===== config.mk =====
export PLATFORM = sky130hd
export DESIGN_NAME = mem_readback
export DESIGN_NICKNAME = d
export VERILOG_FILES = /design/src/rtl/mem_readback.sv
export SDC_FILE = /design/constraint.sdc
export NUM_CORES = 1
export LEC_CHECK = 0
export BUFFER_PORTS_ARGS = -buffer_cell sky130_fd_sc_hd__buf_2
export CORE_UTILIZATION = 40
export DETAILED_ROUTE_END_ITERATION = 10
export PLACE_DENSITY = 0.6
export SLEW_MARGIN = 20
export SYNTH_ARGS = -nofsm -noshare
export SYNTH_HDL_FRONTEND = slang
export SYNTH_SLANG_ARGS = --single-unit

===== constraint.sdc =====
create_clock -name clk -period 9.4 [get_ports clk]
set_clock_uncertainty 0.1 [all_clocks]
set_input_delay 1.88 -clock clk [delete_from_list [all_inputs] [get_ports clk]]
set_output_delay 1.88 -clock clk [all_outputs]
set_load 0.02 [all_outputs]

===== src/rtl/mem_readback.sv =====
// Streams a block of words from a 1-cycle-latency synchronous memory port out over
// valid/ready, keeping a running checksum of the accepted words.
module mem_readback #(
    parameter int ADDR_WIDTH = 16,
    parameter int DATA_WIDTH = 32
) (
    input  logic                  clk,
    input  logic                  rst_n,
    input  logic                  start,
    input  logic [ADDR_WIDTH-1:0] base_addr,
    input  logic [ADDR_WIDTH-1:0] word_count,
    output logic                  busy,
    output logic                  done,
    output logic                  mem_rd_en,
    output logic [ADDR_WIDTH-1:0] mem_addr,
    input  logic [DATA_WIDTH-1:0] mem_rdata,
    output logic                  out_valid,
    input  logic                  out_ready,
    output logic [DATA_WIDTH-1:0] out_data,
    output logic [ADDR_WIDTH-1:0] out_addr,
    output logic                  out_last,
    output logic [DATA_WIDTH-1:0] checksum
);

    typedef enum logic [1:0] {IDLE, READ, DRAIN, DONE} state_e;

    localparam logic [ADDR_WIDTH-1:0] ONE_A = ADDR_WIDTH'(1);

    state_e                         state_q, state_d;
    logic [ADDR_WIDTH-1:0]          addr_q, addr_d;
    logic [ADDR_WIDTH-1:0]          count_q, count_d;
    logic [ADDR_WIDTH-1:0]          issued_q, issued_d;
    logic                           inflight_q, inflight_d;
    logic                           inf_last_q, inf_last_d;
    logic [ADDR_WIDTH-1:0]          inf_addr_q, inf_addr_d;
    logic [1:0][DATA_WIDTH-1:0]     fdata_q, fdata_d;
    logic [1:0][ADDR_WIDTH-1:0]     faddr_q, faddr_d;
    logic [1:0]                     flast_q, flast_d;
    logic                           wr_ptr_q, wr_ptr_d;
    logic                           rd_ptr_q, rd_ptr_d;
    logic [1:0]                     fcnt_q, fcnt_d;
    logic [DATA_WIDTH-1:0]          csum_q, csum_d;

    logic       fifo_valid;
    logic       pop;
    logic       issue_last;
    logic [1:0] occ;

    // Occupancy counts the slot freed by a pop on this edge, which keeps one word per
    // cycle flowing while never holding more than two words after the edge.
    always_comb begin
        fifo_valid = (fcnt_q != 2'd0);
        pop        = fifo_valid && out_ready;
        occ        = fcnt_q + {1'b0, inflight_q} - {1'b0, pop};
        issue_last = (issued_q == count_q - ONE_A);
    end

    always_ff @(posedge clk or negedge rst_n) begin
        if (!rst_n) begin
            state_q <= IDLE;
        end else begin
            state_q <= state_d;
        end
    end

    always_comb begin
        state_d = state_q;
        unique case (state_q)
            IDLE:    if (start) state_d = (word_count == '0) ? DONE : READ;
            READ:    if (mem_rd_en && issue_last) state_d = DRAIN;
            DRAIN:   if (pop && out_last) state_d = DONE;
            DONE:    state_d = IDLE;
            default: state_d = IDLE;
        endcase
    end

    always_comb begin
        busy      = (state_q != IDLE);
        done      = (state_q == DONE);
        mem_rd_en = (state_q == READ) && (occ < 2'd2);
        mem_addr  = addr_q;
        out_valid = fifo_valid;
        out_data  = fifo_valid ? fdata_q[rd_ptr_q] : '0;
        out_addr  = fifo_valid ? faddr_q[rd_ptr_q] : '0;
        out_last  = fifo_valid && flast_q[rd_ptr_q];
        checksum  = csum_q;
    end

    always_comb begin
        addr_d     = addr_q;
        count_d    = count_q;
        issued_d   = issued_q;
        inf_addr_d = inf_addr_q;
        inf_last_d = inf_last_q;
        fdata_d    = fdata_q;
        faddr_d    = faddr_q;
        flast_d    = flast_q;
        wr_ptr_d   = wr_ptr_q;
        rd_ptr_d   = rd_ptr_q;
        csum_d     = csum_q;
        inflight_d = mem_rd_en;

        if (state_q == IDLE && start) begin
            addr_d   = base_addr;
            count_d  = word_count;
            issued_d = '0;
            csum_d   = '0;
        end
        if (mem_rd_en) begin
            addr_d     = addr_q + ONE_A;
            issued_d   = issued_q + ONE_A;
            inf_addr_d = addr_q;
            inf_last_d = issue_last;
        end
        // Read data is only meaningful the cycle after the strobe; capture it then.
        if (inflight_q) begin
            fdata_d[wr_ptr_q] = mem_rdata;
            faddr_d[wr_ptr_q] = inf_addr_q;
            flast_d[wr_ptr_q] = inf_last_q;
            wr_ptr_d          = ~wr_ptr_q;
        end
        if (pop) begin
            rd_ptr_d = ~rd_ptr_q;
            csum_d   = csum_q + out_data;
        end
        fcnt_d = fcnt_q + {1'b0, inflight_q} - {1'b0, pop};
    end

    always_ff @(posedge clk or negedge rst_n) begin
        if (!rst_n) begin
            addr_q     <= '0;
            count_q    <= '0;
            issued_q   <= '0;
            inflight_q <= 1'b0;
            inf_addr_q <= '0;
            inf_last_q <= 1'b0;
            fdata_q    <= '0;
            faddr_q    <= '0;
            flast_q    <= '0;
            wr_ptr_q   <= 1'b0;
            rd_ptr_q   <= 1'b0;
            fcnt_q     <= '0;
            csum_q     <= '0;
        end else begin
            addr_q     <= addr_d;
            count_q    <= count_d;
            issued_q   <= issued_d;
            inflight_q <= inflight_d;
            inf_addr_q <= inf_addr_d;
            inf_last_q <= inf_last_d;
            fdata_q    <= fdata_d;
            faddr_q    <= faddr_d;
            flast_q    <= flast_d;
            wr_ptr_q   <= wr_ptr_d;
            rd_ptr_q   <= rd_ptr_d;
            fcnt_q     <= fcnt_d;
            csum_q     <= csum_d;
        end
    end

endmodule


After elaboration in Yosys (flattened, before gate mapping)
Cells that the tools add are included.
- register bits: 202
- latch bits: 0
- memory bits (writable): 0
- ROM bits: 0
- input bits: 68
- output and inout bits: 101
- memories: 0
- add/subtract/negate cells: 6
- multiply operators: 0
- div/mod/pow operators: 0
- magnitude comparators: 4
- equality and inequality tests: 7
- shifts and indexed selects: 0
- muxes and demuxes: 28
- bitwise operators: 2
- reduce and logical (&&, ||, !) cells: 14
- operators with widths (kind ; count):
    32-bit 2-to-1 mux ; 6
    16-bit 2-to-1 mux ; 8
    64-bit bitwise mux ; 1
    16-bit by 1-bit adder with 16-bit output, second input constant ; 2
    32-bit adder ; 1
    32-bit bitwise mux ; 1
    32-bit demux with 1-bit select ; 1
    16-bit demux with 1-bit select ; 1
    16-bit equality test ; 1
    16-bit logical NOT ; 1
    16-bit by 1-bit subtractor with 16-bit output, second input constant ; 1
    2-bit 2-to-1 mux ; 4
    2-bit one-hot mux with 4 select lines ; 1
    2-bit nonzero test ; 4
    1-bit logical AND ; 7
    2-bit inequality test, second input constant ; 3
    2-bit equality test, second input constant ; 2
    1-bit by 2-bit less-than comparator with 1-bit output, second input constant ; 2
    1-bit 2-to-1 mux ; 3
    3-bit AND reduction ; 1
    2-bit by 1-bit adder with 2-bit output ; 1
    2-bit bitwise mux ; 1
    2-bit by 1-bit equality test with 1-bit output, second input constant ; 1
    2-bit logical NOT ; 1
    5 further kinds ; 6

Longest topological paths before layout
Gate-level depths: netlist (run 1).
- depth in word-level cells: 8
- depth in mapped cells: 15
- mapped depth without buffers: 15

Least setup slack after synthesis (run 1)
Ideal clock, no wire load.
- path type: input-to-output
- from: in out_ready
- to: out mem_rd_en
- arrival: 3.831 ns
- setup slack: 3.589 ns
- stages: 10
- path buffers: 2
- cell sequence: nand2_1 -> clkinv_1 -> ha_1 -> inv_1 -> ha_1 -> xnor3_1 -> nand2_1 -> inv_1 -> clkbuf_1 -> buf_1
- word-level cells in the longest chain between the ends: 4
- RTL lines (what ; line ; text):
    from (decl) ; 18 ; input logic out_ready,
    1-bit logical AND ; 53 ; pop = fifo_valid && out_ready;
    named net pop ; 45 ; logic pop;
    2-bit by 1-bit subtractor with 2-bit output ; 54 ; occ = fcnt_q + {1'b0, inflight_q} - {1'b0, pop};
    2-bit less-than comparator ; 80 ; mem_rd_en = (state_q == READ) && (occ < 2'd2);
    1-bit logical AND ; 80 ;
    to (decl) ; 14 ; output logic mem_rd_en,
The timed path passes the listed nets, and every way through them passes these cells.

Final worst setup path (run 1)
Ends and elaborated chain as after synthesis.

==> out/metrics.yaml, run 1 <==
run_status:
  run_status: "finished, final reports clean"
yosys:
  synth-edff-count: 0
  syn_area_per_cell_um2: 10.2
  synth_top_area_share: 0.459
  synth-main-ff-cell: "sky130_fd_sc_hd__dfrtp_1"
  largest_family_of_logic_cells_by_synthesized_area: "multiplexers"
  syn_area_um2: 11000
  synthArstFlopShare: 1.00
  synth_compound_area_frac: 0.114
  yosys-top-cells-count: "sky130_fd_sc_hd__dfrtp_1, sky130_fd_sc_hd__mux2_2, sky130_fd_sc_hd__nand2_1"
  cells_taking_the_most_area_after_synthesis: "sky130_fd_sc_hd__dfrtp_1, sky130_fd_sc_hd__mux2_2, sky130_fd_sc_hd__mux2i_1, sky130_fd_sc_hd__ha_1, sky130_fd_sc_hd__nand2_1"
  yosysSeqAreaShare: 0.459
  synth.ff_latch_count: 202
  netlist-cell-type-count: 57
  synth_most_common_cell: "sky130_fd_sc_hd__dfrtp_1"
  total_nets_after_synthesis: 1192
  synth_xor_xnor_area_share: 0.0418
  syn_inst: 1082
  ys.warnings.count: 0
  synthMuxAreaShare: 0.168
  post_synth_and_or_nand_nor_area_fraction: 0.143
  yosys.area_share.adder: 0.0484
  dominant_cell_type_by_area_after_synthesis: "sky130_fd_sc_hd__dfrtp_1"
critical_path:
  critical_path.max_fanout: 69
  cp-end-kind: "output port"
  setup.worst_path.end: "mem_rd_en"
  worstSetupStartpoint: "out_ready"
  r2r_setup_slk_ps: 3830
  critical_path.startpoint_type: "input pin"
  critical_path.reg2reg.startpoint: "fcnt_q[0]$_DFF_PN0_"
  ff2ff_path_depth: 18
  cp_data_required_time_ps: 7420
  critical_path.reg2reg.endpoint: "state_q[1]$_DFFE_PN0P_"
  crit_type: "input pin to output port"
  cp_data_arrival_time_ps: 4560
place:
  placed_area_um2: 12200
  detailedPlacementHpwl_um: 19400
  final_replace_weighted_congestion: 0.828
  buffer_ports.inserted: 168
min_path:
  hold_path_depth: 1
  worst_hold_path_type: "flop to flop"
grt:
  antenna_found_initial: 5
  first_pass_grt_wire_length_um: 44600
  first_global_vias: 8372
  globalRouteOverflowTotal: 0
  grt_start_max_net_pins: 125
  grt_usage: 0.196
finish:
  layout-drive-gt1-share: 0.277
  insertedDiodeCount: 0
  num-fill-cells: 2576
  post-route-util: 0.479
  final_net_count: 1337
  multi_input_comb_area_um2: 5700
  post-route-cell-area_um2: 12900
  layout.area.seq_um2: 5060
  area_delta_synth_final_pct: 17.5
clocking:
  postCtsSetupBuffers: 0
  inserted_clock_buffers: 23
  cts.hold.buffers_added: 0
  clock_tree.root_cell: "sky130_fd_sc_hd__clkbuf_16"
  cts.reportedPaths.clkPinSlew_ps: 60
  later_pin_clock_latency_in_the_skew_report_ps: 520
  cts_htree_levels: 1
  cts_max_path_buffers: 3
  postCtsResizedCells: 0
  tritoncts: "built"
  tritoncts_num_sinks: 202
timing:
  final.period_utilization: 0.696
  max_slew_margin: 0.355
  fin_setup_tns_ps: 0
  max_slew.worst_pin.slew_ps: 968
  setup_violations: 0
  slew_viol_final: 0
  maxClockFrequency_ghz: 0.153
  timing.final.crit_period_ps: 6540
  grt_setup_unrepaired: "false"
  hold_violations: 0
die:
  initial_utilization: 0.408
  fp.dieW_um: 168
  i_o_pins: 169
  design.die.area_um2: 28200
  row_count: 60
  core_area_um2: 27000
  dieHeight_um: 168
drt:
  first_pass_iters: 4
  route.detailed.drc: 0
  detailedRoute.firstIterationViolations: 522
  routedWlPerCell_um: 17.5
  drtAntennaViolNets: 0
  via_per_instance_ratio: 5.48
  via_count: 8681
  routed_wirelength_um: 27700
power_and_ir_drop:
  power_per_cell_area_nw_per_um2: 429
  p_leak_nw: 6.12
  power.ir.vdd_worst_mv: 0.241
flow_run:
  cap_violations: 0
==> cells by family (layout without fill, tap and decap cells) <==
logic type	Yosys count	count (layout)
compound gates	200	200
xor+xnor	51	51
fa+ha+maj	42	42
buf+inv	78	239
flops	202	202
mux	170	170
simple gates	339	339
==> metrics by stage <==
step | worst slack (ps) | power, mW | hold WS (ps) | std cells
after floorplan | 3590 | 3.80 | 359 | 1082
after global placement | 2450 | 4.62 | 356 | 1543
after detailed placement | 2370 | 4.67 | 384 | 1543
after CTS | 2370 | 5.60 | 388 | 1584
after global routing | 2630 | 6.00 | 405 | 1584
final | 2860 | 5.56 | 376 | 1584
==> state kept, by name, indices dropped and copies added (netlist names), 16 cells and up <==
name and count:
checksum 32, faddr_q 32, fdata_q 64, issued_q 16, count_q 16, inf_addr_q 16
mem_addr 16
==> routing by layer <==
metal	routed length, um	global-route usage
met1	12800	0.268
met2	12600	0.320
met3	1510	0.0371
met4	667	0.0515
met5	64	0
==> where the power goes <==
| group | leakage (nW) | switching, mW | internal [mW] |
|---|---|---|---|
| Combinational | 3.27 | 1.81 | 1.24 |
| Clock | 0.383 | 0.360 | 0.547 |
| Sequential | 2.47 | 0.328 | 1.27 |
==> worst min path at each step <==
stage,startpoint,to,slack [ps]
2_1_floorplan,inf_addr_q[0]$_DFFE_PN0P_,inf_addr_q[0]$_DFFE_PN0P_,360
3_3_place_gp,checksum[31]$_DFFE_PN0P_,checksum[31]$_DFFE_PN0P_,360
3_5_place_dp,checksum[31]$_DFFE_PN0P_,checksum[31]$_DFFE_PN0P_,380
4_1_cts,checksum[31]$_DFFE_PN0P_,checksum[31]$_DFFE_PN0P_,390
5_1_grt,checksum[31]$_DFFE_PN0P_,checksum[31]$_DFFE_PN0P_,410
6_report,checksum[31]$_DFFE_PN0P_,checksum[31]$_DFFE_PN0P_,380
==> worst max-delay path: stages <==
cell and delay [ps]:
sky130_fd_sc_hd__buf_2 150, sky130_fd_sc_hd__nand2_4 490, sky130_fd_sc_hd__clkinv_1 450, sky130_fd_sc_hd__ha_1 390, sky130_fd_sc_hd__inv_1 50, sky130_fd_sc_hd__ha_1 140, sky130_fd_sc_hd__xnor3_1 240, sky130_fd_sc_hd__nand2_1 80
sky130_fd_sc_hd__buf_4 380, sky130_fd_sc_hd__inv_1 110, sky130_fd_sc_hd__buf_2 180
==> final cells by class <==
class                   count  share of cell area
clock buffers              33              0.0512
clock inverters             8             0.00812
multi-input cells         802               0.440
flip-flops and latches    202               0.390
well taps                 341              0.0329
inverters                  22             0.00638
repair buffers            176              0.0706
==> layout by cell type, fill, tap and decap left out, drive strengths merged, types with 10 or more instances in the layout <==
cell type | netlist | routed
mux2i | 54 | 54
nand2 | 100 | 100
and3 | 11 | 11
a211oi | 12 | 12
nor3 | 11 | 11
xor2 | 18 | 18
xnor2 | 32 | 32
nor2 | 97 | 97
inv | 21 | 22
dfrtp | 202 | 202
clkbuf | 42 | 33
nor4 | 10 | 10
o21ai | 73 | 73
ha | 41 | 41
nand3 | 63 | 63
a21o | 15 | 15
mux2 | 116 | 116
a21oi | 41 | 41
buf | 14 | 176
Note: power is estimated with default switching activity, not from simulation.
==> inputs of run 2 (changes only) <==
--- a/config.mk
+++ b/config.mk
@@ -8,7 +8,7 @@
 export BUFFER_PORTS_ARGS = -buffer_cell sky130_fd_sc_hd__buf_2
 export CORE_UTILIZATION = 40
 export DETAILED_ROUTE_END_ITERATION = 10
-export PLACE_DENSITY = 0.6
+export PLACE_DENSITY = 0.62
 export SLEW_MARGIN = 20
 export SYNTH_ARGS = -nofsm -noshare
 export SYNTH_HDL_FRONTEND = slang
==> constraint.sdc (replaced) <==
create_clock -name clk -period 5.3 [get_ports clk]
set_clock_uncertainty 0.1 [all_clocks]
set_input_delay 1.06 -clock clk [delete_from_list [all_inputs] [get_ports clk]]
set_output_delay 1.06 -clock clk [all_outputs]
set_load 0.02 [all_outputs]
==> run 2 against run 1 <==
Net effect: non-clock buffer count increased by 4; power increased by 77%; first-iteration DRC count decreased by 15%; sequential share of layout area about the same; final cell count increased by 0.38%; final area increased by 0.16%; critical endpoint unchanged; sequential cell count unchanged; global-route usage about the same; utilization increased by 0.079 points; register-to-register slack got worse by 2800 ps; hold slack got worse by 1.9 ps; via count decreased by 0.96%; largest cell class unchanged.
==> out/metrics.yaml, run 2 (same netlist as run 1, synthesis figures left out) <==
timing:
  timing.final.crit_period_ps: 4400
  fin_setup_tns_ps: 0  # unchanged
  slew_viol_final: 0  # unchanged
  fin_hold_ws_ps: 374  # was 376 ps
  grt_setup_unrepaired: "false"  # unchanged
  max_slew_margin: 0.385  # was 0.355
  maxClockFrequency_ghz: 0.227
  hold_violations: 0  # unchanged
  setup_violations: 0  # unchanged
  max_slew.worst_pin.slew_ps: 920  # was 968 ps
  postLayoutSetupSlackWorst_ps: 901  # was 2860 ps
  final.period_utilization: 0.830
clocking:
  postCtsResizedCells: 0  # unchanged
  tritoncts: "built"  # unchanged
  cts_htree_levels: 1  # unchanged
  tritoncts_num_sinks: 202  # unchanged
  cts.reportedPaths.clkPinSlew_ps: 60  # about the same
  inserted_clock_buffers: 23  # unchanged
  clock_tree.root_cell: "sky130_fd_sc_hd__clkbuf_16"  # unchanged
  cts_max_path_buffers: 3  # unchanged
  cts.hold.buffers_added: 0  # unchanged
  later_pin_clock_latency_in_the_skew_report_ps: 500  # was 520 ps
  postCtsSetupBuffers: 0  # unchanged
finish:
  number_of_flip_flops_in_the_largest_register: 64  # unchanged
  final_net_count: 1341  # was 1337
  layout.area.seq_um2: 5060  # about the same
  mostFrequentLayoutCells: "sky130_fd_sc_hd__dfrtp_1, sky130_fd_sc_hd__buf_2, sky130_fd_sc_hd__mux2_2, sky130_fd_sc_hd__nand2_1, sky130_fd_sc_hd__nor2_1"  # unchanged
  post-route-util: 0.480  # was 0.479
  area_delta_synth_final_pct: 17.7  # was 17.5%
  multi_input_comb_area_um2: 5700  # about the same
  layout-drive-gt1-share: 0.280  # was 0.277
  num-fill-cells: 2591  # was 2576
  finalNonFillerCells: 1590  # was 1584
  largest_register: "fdata_q"  # unchanged
  post-route-cell-area_um2: 13000  # was 12900 um^2
  mostFrequentLayoutCell: "sky130_fd_sc_hd__dfrtp_1"  # unchanged
critical_path:
  worstPathBufferInverterCount: 6  # unchanged
  r2r_setup_slk_ps: 1040  # was 3830 ps
  cp_data_arrival_time_ps: 3240  # was 4560 ps
  critical_path.startpoint_type: "flop"  # was input pin
  worst_path_max_delay_cell: "sky130_fd_sc_hd__dfrtp_1"  # was sky130_fd_sc_hd__nand2_4
  critical_path.top_delay_family: "buffers and inverters"  # unchanged
  worst_path_most_repeated_cell: "sky130_fd_sc_hd__inv_1"
  cp_data_required_time_ps: 4140  # was 7420 ps
  ff2ff_path_depth: 12  # was 18
  critical_path.reg2reg.startpoint: "rd_ptr_q$_DFFE_PN0P_"  # was fcnt_q[0]$_DFF_PN0_
  slowest_delay_ps: 400  # was 490 ps
  cp-end-kind: "output port"  # unchanged
  crit_type: "flop to output port"  # was input pin to output port
  critical_path.max_fanout: 33  # was 69
  critical_path.reg2reg.endpoint: "checksum[24]$_DFFE_PN0P_"  # was state_q[1]$_DFFE_PN0P_
  cp_cell_sequence: "nor2_4, inv_1, nand2_2, clkinv_1, ha_1, inv_1, ha_1, xnor3_1, nand2_1, inv_1, buf_4, buf_2"  # was buf_2, nand2_4, clkinv_1, ha_1, inv_1, ha_1, xnor3_1, nand2_1, buf_4, inv_1, buf_2
drt:
  detailedRoute.firstIterationViolations: 445  # was 522
  route.detailed.drc: 0  # unchanged
  routed_wirelength_um: 27400  # was 27700 um
  routedWlPerCell_um: 17.2  # was 17.5 um
  drtAntennaViolNets: 0  # unchanged
  first_pass_iters: 5  # was 4
  via_count: 8598  # was 8681
  via_per_instance_ratio: 5.41  # was 5.48
grt:
  global_route.usage.met1: 0.270  # was 0.268
  grt_usage: 0.196  # about the same
  antenna_found_initial: 2  # was 5
  global_route.usage.met2: 0.322  # was 0.320
  globalRouteOverflowTotal: 0  # unchanged
  first_pass_grt_wire_length_um: 44600  # about the same
  use_met3: 0.0273  # was 0.0371
  grt_start_max_net_pins: 93  # was 125
  first_global_vias: 8455  # was 8372
  busiest_metal_layer_after_global_routing: "met2"  # unchanged
place:
  dp_worst_setup_slack_ps: 930  # was 2370 ps
  placed_area_um2: 12200  # about the same
  dp.cells: 1547  # was 1543
  detailedPlacementHpwl_um: 19800  # was 19400 um
  buffer_ports.inserted: 168  # unchanged
  final_replace_weighted_congestion: 0.851  # was 0.828
power_and_ir_drop:
  power.ir.vdd_worst_mv: 0.375  # was 0.241 mV
  design_power_total_mw: 9.83  # was 5.56 mW
  p_leak_nw: 6.13  # was 6.12 nW
  power_per_cell_area_nw_per_um2: 758  # was 429 nW/um^2
die:
  dieHeight_um: 168  # unchanged
  initial_utilization: 0.408  # unchanged
  i_o_pins: 169  # unchanged
  design.die.area_um2: 28200  # unchanged
  fp.dieW_um: 168  # unchanged
  core_area_um2: 27000  # unchanged
  row_count: 60  # unchanged
min_path:
  worstHoldEndpoint: "checksum[31]$_DFFE_PN0P_"  # unchanged
  hold_path_startpoint: "checksum[31]$_DFFE_PN0P_"  # unchanged
  hold_path_depth: 1  # unchanged
  worst_hold_path_type: "flop to flop"  # unchanged
flow_run:
  cap_violations: 0  # unchanged
run_status:
  run_status: "finished, final reports clean"  # unchanged
run 2: cell types whose count changed in the layout (fill, tap and decap cells not counted), sizes merged:
| cell | delta |
|---|---|
| diode | +2 |
| clkinvlp | +1 |
| buf | +3 |
run 2: layer usage:
layer / routed length (um) / vias up
met1: 12700 / 4129
met4: 748 / 0
met2: 12700 / 225
met3: 1240 / 42
li1: - / 4202
met5: 0 / -
run 2: layout make-up:
cell class                      count  share of cell area
Sequential cell                   202               0.390
Clock inverter                      9             0.00839
Multi-Input combinational cell    802               0.439
Inverter                           22             0.00637
Clock buffer                       32              0.0501
Timing Repair Buffer              180              0.0724
Antenna cell                        2            0.000386
Tap cell                          341              0.0329
run 2: worst max path at each step:
stage / startpoint / end / slack (ps) / cells past startpoint
finish: fcnt_q[0]$_DFF_PN0_ / mem_rd_en / 900 / 12
global route: fcnt_q[0]$_DFF_PN0_ / mem_rd_en / 640 / 12
CTS: fcnt_q[0]$_DFF_PN0_ / mem_rd_en / 830 / 12
detailed placement: out_ready / mem_addr[15]$_DFFE_PN0P_ / 930 / 12
global placement: out_ready / mem_addr[15]$_DFFE_PN0P_ / 1000 / 12
floorplan: rd_ptr_q$_DFFE_PN0P_ / checksum[24]$_DFFE_PN0P_ / 890 / 14
run 2: report_power, final:
group	switching (mW)	total [mW]	internal (mW)
clock	0.628	1.58	0.955
combinational	3.15	5.36	2.21
sequential	0.635	2.89	2.26
total	4.41	9.83	5.42
